--- config.mk ---
export PLATFORM = sky130hd
export DESIGN_NAME = updi_cmd_sequencer
export DESIGN_NICKNAME = d
export VERILOG_FILES = /design/src/rtl/updi_pkg.sv /design/src/rtl/updi_cycle_timer.sv /design/src/rtl/updi_cmd_sequencer.sv
export SDC_FILE = /design/constraint.sdc
export NUM_CORES = 1
export LEC_CHECK = 0
export CAP_MARGIN = 40
export CELL_PAD_IN_SITES_DETAIL_PLACEMENT = 0
export CELL_PAD_IN_SITES_GLOBAL_PLACEMENT = 1
export CORE_ASPECT_RATIO = 1.75
export CORE_MARGIN = 1.5
export CORE_UTILIZATION = 30
export CTS_CLUSTER_SIZE = 40
export DETAILED_ROUTE_END_ITERATION = 7
export PLACE_DENSITY_LB_ADDON = 0.1
export SYNTH_ARGS = -nofsm -noshare
export SYNTH_HDL_FRONTEND = slang
export SYNTH_SLANG_ARGS = --single-unit
--- constraint.sdc ---
create_clock -name i_clk -period 6.3 [get_ports i_clk]
set_clock_uncertainty 0.1 [all_clocks]
set_input_delay 1.26 -clock i_clk [delete_from_list [all_inputs] [get_ports i_clk]]
set_output_delay 1.26 -clock i_clk [all_outputs]
set_load 0.01 [all_outputs]
--- src/rtl/updi_pkg.sv ---
`default_nettype none
// ============================================================================
// Module      : updi_pkg
// Description : Shared types and byte constants for the UPDI command
//               sequencer: command opcodes, error codes, FSM states and
//               the UPDI instruction byte values.
// Revision    : 1.0 - initial release
// ============================================================================
package updi_pkg;

    typedef enum logic [1:0] {
        OP_LDCS = 2'd0,
        OP_STCS = 2'd1,
        OP_LDS  = 2'd2,
        OP_STS  = 2'd3
    } updi_op_t;

    typedef enum logic [1:0] {
        ERR_OK      = 2'd0,
        ERR_TIMEOUT = 2'd1,
        ERR_NACK    = 2'd2
    } updi_err_t;

    typedef enum logic [3:0] {
        ST_IDLE      = 4'd0,
        ST_TX_SYNCH  = 4'd1,
        ST_TX_OPC    = 4'd2,
        ST_TX_ADDR_L = 4'd3,
        ST_TX_ADDR_H = 4'd4,
        ST_TX_DATA   = 4'd5,
        ST_RX_WAIT   = 4'd6,
        ST_GUARD     = 4'd7,
        ST_BREAK     = 4'd8,
        ST_RESP      = 4'd9
    } updi_state_t;

    localparam logic [7:0] UPDI_SYNCH    = 8'h55;
    localparam logic [7:0] UPDI_ACK      = 8'h40;
    localparam logic [7:0] OPC_LDCS      = 8'h80;
    localparam logic [7:0] OPC_STCS      = 8'hC0;
    localparam logic [7:0] OPC_LDS_B_A16 = 8'h04;
    localparam logic [7:0] OPC_STS_B_A16 = 8'h44;

    // Instruction byte sent after SYNCH; CS ops carry the register index
    // in the low nibble, memory ops use byte-data / 16-bit-address forms.
    function automatic logic [7:0] opcode_for(input updi_op_t op,
                                              input logic [3:0] cs_addr);
        logic [7:0] opc;
        case (op)
            OP_LDCS: opc = OPC_LDCS | {4'h0, cs_addr};
            OP_STCS: opc = OPC_STCS | {4'h0, cs_addr};
            OP_LDS:  opc = OPC_LDS_B_A16;
            default: opc = OPC_STS_B_A16;
        endcase
        return opc;
    endfunction

endpackage
`default_nettype wire

--- src/rtl/updi_cycle_timer.sv ---
`default_nettype none
// ============================================================================
// Module      : updi_cycle_timer
// Description : Loadable down-counter shared by the RX wait, guard and
//               break phases of the UPDI sequencer.
//               Ports: i_clk, i_rstn (async active-low), i_load/i_load_val
//               (load N on this edge), o_zero (high during the last of the
//               N counted cycles, i.e. the count steps to zero at the next
//               edge). Loading N therefore yields an N-cycle window.
// Revision    : 1.0 - initial release
// ============================================================================
module updi_cycle_timer #(
    parameter int WIDTH = 13
) (
    input  logic             i_clk,
    input  logic             i_rstn,
    input  logic             i_load,
    input  logic [WIDTH-1:0] i_load_val,
    output logic             o_zero
);

    logic [WIDTH-1:0] r_count;

    always_ff @(posedge i_clk or negedge i_rstn) begin
        if (!i_rstn) begin
            r_count <= '0;
        end else if (i_load) begin
            r_count <= i_load_val;
        end else if (r_count != '0) begin
            r_count <= r_count - 1'b1;
        end
    end

    assign o_zero = (r_count == WIDTH'(1));

endmodule
`default_nettype wire

--- src/rtl/updi_cmd_sequencer.sv ---
`default_nettype none
// ============================================================================
// Module      : updi_cmd_sequencer
// Description : Host-facing UPDI transaction engine. Runs one LDCS / STCS /
//               LDS / STS command at a time: streams SYNCH, opcode, address
//               and data bytes to the framer (valid/ready), waits for device
//               bytes, checks ACKs, enforces guard time and timeout, and
//               raises a line BREAK on failure before responding.
//               Ports: i_clk, i_rstn (async active-low); command i_cmd_*,
//               o_cmd_ready; TX byte stream o_tx_*/i_tx_ready; RX strobe
//               i_rx_*; response o_rsp_*; o_break level; o_busy.
//               Optional macro UPDI_RETRY_EN: one automatic retry of the
//               latched command after the first TIMEOUT/NACK break.
// Revision    : 1.0 - initial release
// ============================================================================
module updi_cmd_sequencer #(
    parameter int TIMEOUT_CYCLES = 4096,
    parameter int GUARD_CYCLES   = 32,
    parameter int BREAK_CYCLES   = 2400
) (
    input  logic        i_clk,
    input  logic        i_rstn,
    input  logic        i_cmd_valid,
    output logic        o_cmd_ready,
    input  logic [1:0]  i_cmd_op,
    input  logic [15:0] i_cmd_addr,
    input  logic [7:0]  i_cmd_wdata,
    output logic [7:0]  o_tx_data,
    output logic        o_tx_valid,
    input  logic        i_tx_ready,
    input  logic [7:0]  i_rx_data,
    input  logic        i_rx_valid,
    output logic        o_rsp_valid,
    output logic [7:0]  o_rsp_data,
    output logic [1:0]  o_rsp_err,
    output logic        o_break,
    output logic        o_busy
);
    import updi_pkg::*;

    localparam int c_max_tg    = (TIMEOUT_CYCLES > GUARD_CYCLES) ? TIMEOUT_CYCLES : GUARD_CYCLES;
    localparam int c_max_cyc   = (c_max_tg > BREAK_CYCLES) ? c_max_tg : BREAK_CYCLES;
    localparam int c_tmr_w     = $clog2(c_max_cyc) + 1;
    localparam logic [c_tmr_w-1:0] c_ld_timeout = c_tmr_w'(TIMEOUT_CYCLES);
    localparam logic [c_tmr_w-1:0] c_ld_guard   = c_tmr_w'(GUARD_CYCLES);
    localparam logic [c_tmr_w-1:0] c_ld_break   = c_tmr_w'(BREAK_CYCLES);

    updi_state_t        r_state;
    updi_op_t           r_op;
    logic [15:0]        r_addr;
    logic [7:0]         r_wdata;
    logic [7:0]         r_rd_data;
    updi_err_t          r_err;
    logic               r_data_sent;   // STS: data byte already sent, next ACK is final
`ifdef UPDI_RETRY_EN
    logic               r_retried;
`endif

    logic               w_tx_fire;
    logic               w_nack;
    logic               w_tmr_load;
    logic [c_tmr_w-1:0] w_tmr_val;
    logic               w_tmr_zero;

    assign w_tx_fire = o_tx_valid && i_tx_ready;
    // Only STS has ACK phases; every byte it receives must be ACK.
    assign w_nack    = (r_op == OP_STS) && (i_rx_data != UPDI_ACK);

    // Timer is loaded on the same edge that enters RX_WAIT, GUARD or BREAK
    // so that each window starts counting in its first cycle.
    always_comb begin
        w_tmr_load = 1'b0;
        w_tmr_val  = c_ld_timeout;
        case (r_state)
            ST_TX_OPC:    w_tmr_load = w_tx_fire && (r_op == OP_LDCS);
            ST_TX_ADDR_H: w_tmr_load = w_tx_fire;
            ST_TX_DATA:   w_tmr_load = w_tx_fire && (r_op == OP_STS);
            ST_RX_WAIT: begin
                if (i_rx_valid) begin
                    w_tmr_load = 1'b1;
                    w_tmr_val  = w_nack ? c_ld_break : c_ld_guard;
                end else if (w_tmr_zero) begin
                    w_tmr_load = 1'b1;
                    w_tmr_val  = c_ld_break;
                end
            end
            default: ;
        endcase
    end

    updi_cycle_timer #(
        .WIDTH (c_tmr_w)
    ) u_timer (
        .i_clk      (i_clk),
        .i_rstn     (i_rstn),
        .i_load     (w_tmr_load),
        .i_load_val (w_tmr_val),
        .o_zero     (w_tmr_zero)
    );

    always_ff @(posedge i_clk or negedge i_rstn) begin
        if (!i_rstn) begin
            r_state     <= ST_IDLE;
            r_op        <= OP_LDCS;
            r_addr      <= '0;
            r_wdata     <= '0;
            r_rd_data   <= '0;
            r_err       <= ERR_OK;
            r_data_sent <= 1'b0;
`ifdef UPDI_RETRY_EN
            r_retried   <= 1'b0;
`endif
            o_cmd_ready <= 1'b1;
            o_tx_data   <= '0;
            o_tx_valid  <= 1'b0;
            o_rsp_valid <= 1'b0;
            o_rsp_data  <= '0;
            o_rsp_err   <= '0;
            o_break     <= 1'b0;
            o_busy      <= 1'b0;
        end else begin
            case (r_state)
                ST_IDLE: begin
                    if (i_cmd_valid) begin
                        r_op        <= updi_op_t'(i_cmd_op);
                        r_addr      <= i_cmd_addr;
                        r_wdata     <= i_cmd_wdata;
                        r_rd_data   <= '0;
                        r_err       <= ERR_OK;
                        r_data_sent <= 1'b0;
`ifdef UPDI_RETRY_EN
                        r_retried   <= 1'b0;
`endif
                        o_cmd_ready <= 1'b0;
                        o_busy      <= 1'b1;
                        o_tx_valid  <= 1'b1;
                        o_tx_data   <= UPDI_SYNCH;
                        r_state     <= ST_TX_SYNCH;
                    end
                end
                ST_TX_SYNCH: begin
                    if (w_tx_fire) begin
                        o_tx_data <= opcode_for(r_op, r_addr[3:0]);
                        r_state   <= ST_TX_OPC;
                    end
                end
                ST_TX_OPC: begin
                    if (w_tx_fire) begin
                        case (r_op)
                            OP_LDCS: begin
                                o_tx_valid <= 1'b0;
                                r_state    <= ST_RX_WAIT;
                            end
                            OP_STCS: begin
                                o_tx_data <= r_wdata;
                                r_state   <= ST_TX_DATA;
                            end
                            default: begin
                                o_tx_data <= r_addr[7:0];
                                r_state   <= ST_TX_ADDR_L;
                            end
                        endcase
                    end
                end
                ST_TX_ADDR_L: begin
                    if (w_tx_fire) begin
                        o_tx_data <= r_addr[15:8];
                        r_state   <= ST_TX_ADDR_H;
                    end
                end
                ST_TX_ADDR_H: begin
                    if (w_tx_fire) begin
                        o_tx_valid <= 1'b0;
                        r_state    <= ST_RX_WAIT;
                    end
                end
                ST_TX_DATA: begin
                    if (w_tx_fire) begin
                        o_tx_valid <= 1'b0;
                        if (r_op == OP_STCS) begin
                            // STCS is fire-and-forget: no ACK, no guard.
                            o_rsp_valid <= 1'b1;
                            o_rsp_data  <= r_rd_data;
                            o_rsp_err   <= r_err;
                            r_state     <= ST_RESP;
                        end else begin
                            r_data_sent <= 1'b1;
                            r_state     <= ST_RX_WAIT;
                        end
                    end
                end
                ST_RX_WAIT: begin
                    // A byte arriving in the final window cycle beats the timeout.
                    if (i_rx_valid) begin
                        if (w_nack) begin
                            r_err   <= ERR_NACK;
                            o_break <= 1'b1;
                            r_state <= ST_BREAK;
                        end else begin
                            if (r_op != OP_STS) begin
                                r_rd_data <= i_rx_data;
                            end
                            r_state <= ST_GUARD;
                        end
                    end else if (w_tmr_zero) begin
                        r_err   <= ERR_TIMEOUT;
                        o_break <= 1'b1;
                        r_state <= ST_BREAK;
                    end
                end
                ST_GUARD: begin
                    if (w_tmr_zero) begin
                        if ((r_op == OP_STS) && !r_data_sent) begin
                            o_tx_valid <= 1'b1;
                            o_tx_data  <= r_wdata;
                            r_state    <= ST_TX_DATA;
                        end else begin
                            o_rsp_valid <= 1'b1;
                            o_rsp_data  <= r_rd_data;
                            o_rsp_err   <= r_err;
                            r_state     <= ST_RESP;
                        end
                    end
                end
                ST_BREAK: begin
                    if (w_tmr_zero) begin
                        o_break <= 1'b0;
`ifdef UPDI_RETRY_EN
                        if (!r_retried) begin
                            // Silent second attempt of the same latched command.
                            r_retried   <= 1'b1;
                            r_err       <= ERR_OK;
                            r_data_sent <= 1'b0;
                            o_tx_valid  <= 1'b1;
                            o_tx_data   <= UPDI_SYNCH;
                            r_state     <= ST_TX_SYNCH;
                        end else begin
                            o_rsp_valid <= 1'b1;
                            o_rsp_data  <= r_rd_data;
                            o_rsp_err   <= r_err;
                            r_state     <= ST_RESP;
                        end
`else
                        o_rsp_valid <= 1'b1;
                        o_rsp_data  <= r_rd_data;
                        o_rsp_err   <= r_err;
                        r_state     <= ST_RESP;
`endif
                    end
                end
                ST_RESP: begin
                    o_rsp_valid <= 1'b0;
                    o_rsp_data  <= '0;
                    o_rsp_err   <= '0;
                    o_busy      <= 1'b0;
                    o_cmd_ready <= 1'b1;
                    r_state     <= ST_IDLE;
                end
                default: begin
                    r_state <= ST_IDLE;
                end
            endcase
        end
    end

endmodule
`default_nettype wire

======== After elaboration in Yosys (flattened, before gate mapping) ========
Index checks and enable logic that the tools add are counted.
W data, S select, Z words.
word-level totals
  bits in registers ....................... 77
  input bits .............................. 39
  output and inout bits ................... 23
  word-level logic and storage cells ...... 158
cells by class
  $add $sub $neg .......................... 1
  equality and inequality tests ........... 35
  muxes and demuxes ....................... 78
  reductions and logical operators ........ 28
operators by type and width
  operator                 number
  $mux W8                  15
  $mux W13                 5
  $mux W4                  13
  $pmux W8 S5              1
  $pmux W4 S9              1
  $ne A2 B2 Y1 const B     16
  $pmux W8 S2              2
  $pmux W8 S4              1
  $pmux W8 S3              1
  $mux W1                  19
  $mux W2                  9
  $eq A4 B3 Y1 const B     4
  $eq A13 B1 Y1 const B    1
  $reduce_bool A13 Y1      1
  $sub A13 B1 Y13 const B  1
  $mux W12                 1
  $pmux W1 S4              3
  $reduce_and A4 Y1        3
  $reduce_bool A2 Y1       5
  $reduce_and A9 Y1        1
  $eq A4 B2 Y1 const B     2
  $eq A4 B4 Y1 const B     2
  $ne A8 B7 Y1 const B     1
  $pmux W1 S2              4
  21 further kinds         30

======== Depth between registers and ports, before layout ========
  depth after elaboration ................. 6
  gate-level depth with buffers ........... 8
  depth with buffers taken out ............ 7

======== Hierarchy ========
From an unflattened synthesis, not the netlist that was laid out.
unflattened totals
  cell total of the unflattened synthesis .. 474
  area, all modules ....................... 4117.7 um^2
by module, submodules not included
  module              times used  cells each  area an instance (um^2)  sequential area each (um^2)
  updi_cmd_sequencer  1           382         3286.9                   1602.8
  updi_cycle_timer    1           92          830.8                    325.3

======== Worst setup path before layout ========
No wires, ideal clock.
  path kind ............................... in2reg
  from .................................... input i_tx_ready
  to ...................................... register o_tx_data[0]
  arrival ................................. 2.395 ns
  required time ........................... 6.075 ns
  slack ................................... 3.681 ns
  stages on the path ...................... 5
  path buffers ............................ 0
  cells stage by stage .................... nand2_1 -> nor2_1 -> a211oi_1 -> nor4_4 -> mux2_2
on the way
  cells in the longest elaborated chain, start to end .. 3
  elaborated cells on any way between the ends .. 5
ends and longest elaborated chain
  item                           line                       source
  start, declared                updi_cmd_sequencer.sv:30   input logic i_tx_ready,
  $logic_and A1 B1 Y1 *          updi_cmd_sequencer.sv:65   assign w_tx_fire = o_tx_valid && i_tx_ready;
  $ne A2 B2 Y1 (no line)         --
  $reduce_and A8 Y1 (no line) *  --
  end signal, assigned           updi_cmd_sequencer.sv:143  o_tx_data <= opcode_for(r_op, r_addr[3:0]);
  end signal, assigned           updi_cmd_sequencer.sv:155  o_tx_data <= r_wdata;
  end signal, assigned           updi_cmd_sequencer.sv:159  o_tx_data <= r_addr[7:0];
  end, declared                  updi_cmd_sequencer.sv:28   output logic [7:0] o_tx_data,
Mark *: on every way between the ends. The rest lies on a longest branch, timed or not.
A chain may end at the register's enable or synchronous reset.

======== Final worst setup path ========
  from .................................... input i_tx_ready
  to ...................................... register o_tx_data[2]
Same word-level chain as after synthesis.

==> flow_summary.toml <==
[critical_path]
reg2reg_to = "o_tx_data[2]$_DFFE_PN0P_"
r2r_setup_slack_ns = 3.55
critPathBufInv = 1
reg2reg_from = "u_timer.r_count[7]$_DFFE_PN0P_"
r2r_cells = 5
arrival_ns = 3.21
cpPeakStageDelay_ns = 0.69
crit_path_end_kind = "flip-flop"
crit_chain = "clkdlybuf4s50_1 > nand2_1 > nor2_1 > a211oi_1 > nor4_4 > mux2_2"
crit_type = "in -> reg"
worstPathMaxFanout = 8
critical_path_required_ns = 6.42
cp_slowest_cell = "nor4_4"
startpoint_type = "input pin"
crit_family = "simple AND/OR/NAND/NOR gates"

[route]
antenna_left = 0
dr.pass1.iters = 4
wl_per_cell_um = 15.75
via_per_inst = 4.973
vias = 3307
drt-initial-drc-count = 169
route.detailed.drc = 0
wl_um = 10480

[die]
die_area_um2 = 13670
start_util_pct = 30.92
fp.dieH_um = 153.6
rows = 54
core-area_um2 = 12570
io_pins = 62
chipWidth_um = 89.04

[timing]
hold_violations = 0
holdWs_ns = 0.3716
period_needed_ns = 3.091
slew_viol_final = 0
grt_setup_unrepaired = "false"
worst_slew_pin_slew_ns = 0.8074
setup_slack_ns = 3.209
setup_viol_count_final = 0
slew_headroom_pct = 45.41
min_period_over_period_pct = 49.07
max_freq_mhz = 323.5
tns_ns = 0

[clocking]
clockRootBuffer = "clkbuf_16"
cts_sinks = 77
cts.htree.levels = 3
cts_buffers = 9
clockBufferDepth = 2
cts_setup_buffers = 0
clk_latency_ns = 0.33
cts_resized = 0
cts_hold_buf = 0
cts_tree = "done"
clk_pin_slew_ns = 0.06

[logic_synthesis]
yosys.area_share.simple_pct = 24.28
synthAdderAreaFrac_pct = 0.9659
synth_area_um2 = 3886
ys.flop_type = "dfrtp_1"
syn_nets = 477
ys_warn_count = 0
synth_top_family_by_area = "simple AND/OR/NAND/NOR gates"
async_flop_share_pct = 100.0
synth_xor_xnor_area_share_pct = 1.803
synth-edff-count = 0
synth_cells = 435
synth-compound-area-share_pct = 16.90
ys_ff_latch = 77
avgSynthCellArea_um2 = 8.934
muxShareOfSynthArea_pct = 3.059
ys_seq_area_share_pct = 49.61
ys_types = 57

[placed_design]
port_buffers = 61
dp_hpwl_um = 7725
dp_slack_ns = 2.842
place_congestion = 0.8549
post_dp_cell_area_um2 = 4710

[grt]
antenna_found_initial = 0
grt_pass1_wl_um = 17300
first_global_vias = 3447
grt.overflow.total = 0
grt_max_degree = 40
grt_use_total_pct = 16.45

[min_path]
hold_path_end = "o_cmd_ready$_DFFE_PN1P_"
hp-start = "o_cmd_ready$_DFFE_PN1P_"
holdPathStages = 2
min_path_type = "reg -> reg"

[cells_and_area]
fillers = 1312
diodes = 0
utilization_pct = 39.70
multi_input_area_um2 = 1827
seqCellArea_um2 = 1928
layout-drive-gt1-share_pct = 7.445
finalNetCount = 534
layout_commonest_cell = "nand2_1"
synthToLayoutAreaGrowth_pct = 28.36
layout_common_cells = "131 x nand2_1, 76 x dfrtp_1, 60 x clkdlybuf4s50_1, 26 x nor2_1, 25 x o21ai_0"
stdcell_area_um2 = 4989

[flow_run]
maxCapViolCount = 0

[power]
peakVddDrop_mv = 0.1725
powerDensity_nw_per_um2 = 500.3
p_leak_nw = 2.132

[status]
status = "finished clean"
==> power by group <==
group          leakage [nW]  switching, mW  internal, mW
Combinational          1.03          0.600         0.489
Sequential            0.972          0.216         0.703
Clock                 0.129          0.209         0.280
Total                  2.13           1.02          1.47
==> kinds of logic after synthesis <==
logic type | count (synthesis)
muxes | 11
xor gates and xnor gates | 8
DFF | 77
and+or+nand+nor | 206
buffers and inverters | 33
adders and majority gates | 3
AOI/OAI and AO/OA | 97
==> through the flow <==
step,instances,power [mW]
detailed placement,649,2.022
global route,665,2.694
floorplan,435,1.632
global placement,644,1.997
finish,665,2.496
CTS,665,2.524
==> Yosys cell counts (4+ instances only) <==
cell type	instances	area, um2
nor2_1	26	97.59
and2_1	4	25.02
xor2_1	4	35.03
clkbuf_1	18	67.56
o211ai_1	4	30.03
nor3_1	8	40.04
xnor2_1	4	35.03
nand2b_1	4	25.02
inv_1	8	30.03
a21oi_1	18	90.09
o22a_1	4	35.03
a211oi_1	4	30.03
nor2b_1	6	37.54
a31oi_1	7	43.79
o21ai_0	25	125.1
mux2_2	7	78.83
mux2i_1	4	40.04
dfrtp_1	76	1902
a221o_1	6	60.06
nand2_1	131	491.7
nand3_1	7	35.03
==> cell type report <==
cell class | instances | area share [%]
Clock inverter | 4 | 0.6521
Inverter | 9 | 0.6772
Clock buffer | 12 | 4.941
Sequential cell | 77 | 38.65
Multi-Input combinational cell | 325 | 36.62
Tap cell | 168 | 4.214
Timing Repair Buffer | 70 | 14.25
==> flip-flops by register name (all words and copies together), names as in the netlist, 2 cells and up <==
signal           cells
r_err                2
r_rd_data            8
o_rsp_err            2
r_wdata              8
r_addr              16
r_op                 2
o_rsp_data           8
u_timer.r_count     13
o_tx_data            8
r_state              4
==> worst min-delay path: stages (launching register included) <==
cell	delay, ns
dfstp_2	0.37
nand2_1	0.05
nand2_1	0.05
==> worst max-delay path by stage <==
| stage | end | startpoint | depth (start not counted) | slack [ns] |
|---|---|---|---|---|
| after floorplan | o_tx_data[0]$_DFFE_PN0P_ | i_tx_ready | 5 | 3.68 |
| after global placement | r_rd_data[6]$_DFFE_PN0P_ | i_cmd_valid | 4 | 2.62 |
| after detailed placement | o_tx_data[1]$_DFFE_PN0P_ | i_tx_ready | 6 | 2.84 |
| after CTS | o_tx_data[2]$_DFFE_PN0P_ | i_tx_ready | 6 | 3.20 |
| after global routing | o_tx_data[7]$_DFFE_PN0P_ | i_tx_ready | 6 | 3.10 |
| final | o_tx_data[2]$_DFFE_PN0P_ | i_tx_ready | 6 | 3.21 |
==> metal layers <==
| layer | routed length (um) | track usage, % | up-vias |
|---|---|---|---|
| li1 | - | - | 1628 |
| met1 | 4112 | 18.65 | 1571 |
| met2 | 5447 | 27.74 | 79 |
| met3 | 341 | 3.489 | 29 |
| met4 | 573 | 9.524 | 0 |
| met5 | 0 | 0 | - |
(Power assumes the default switching activity.)
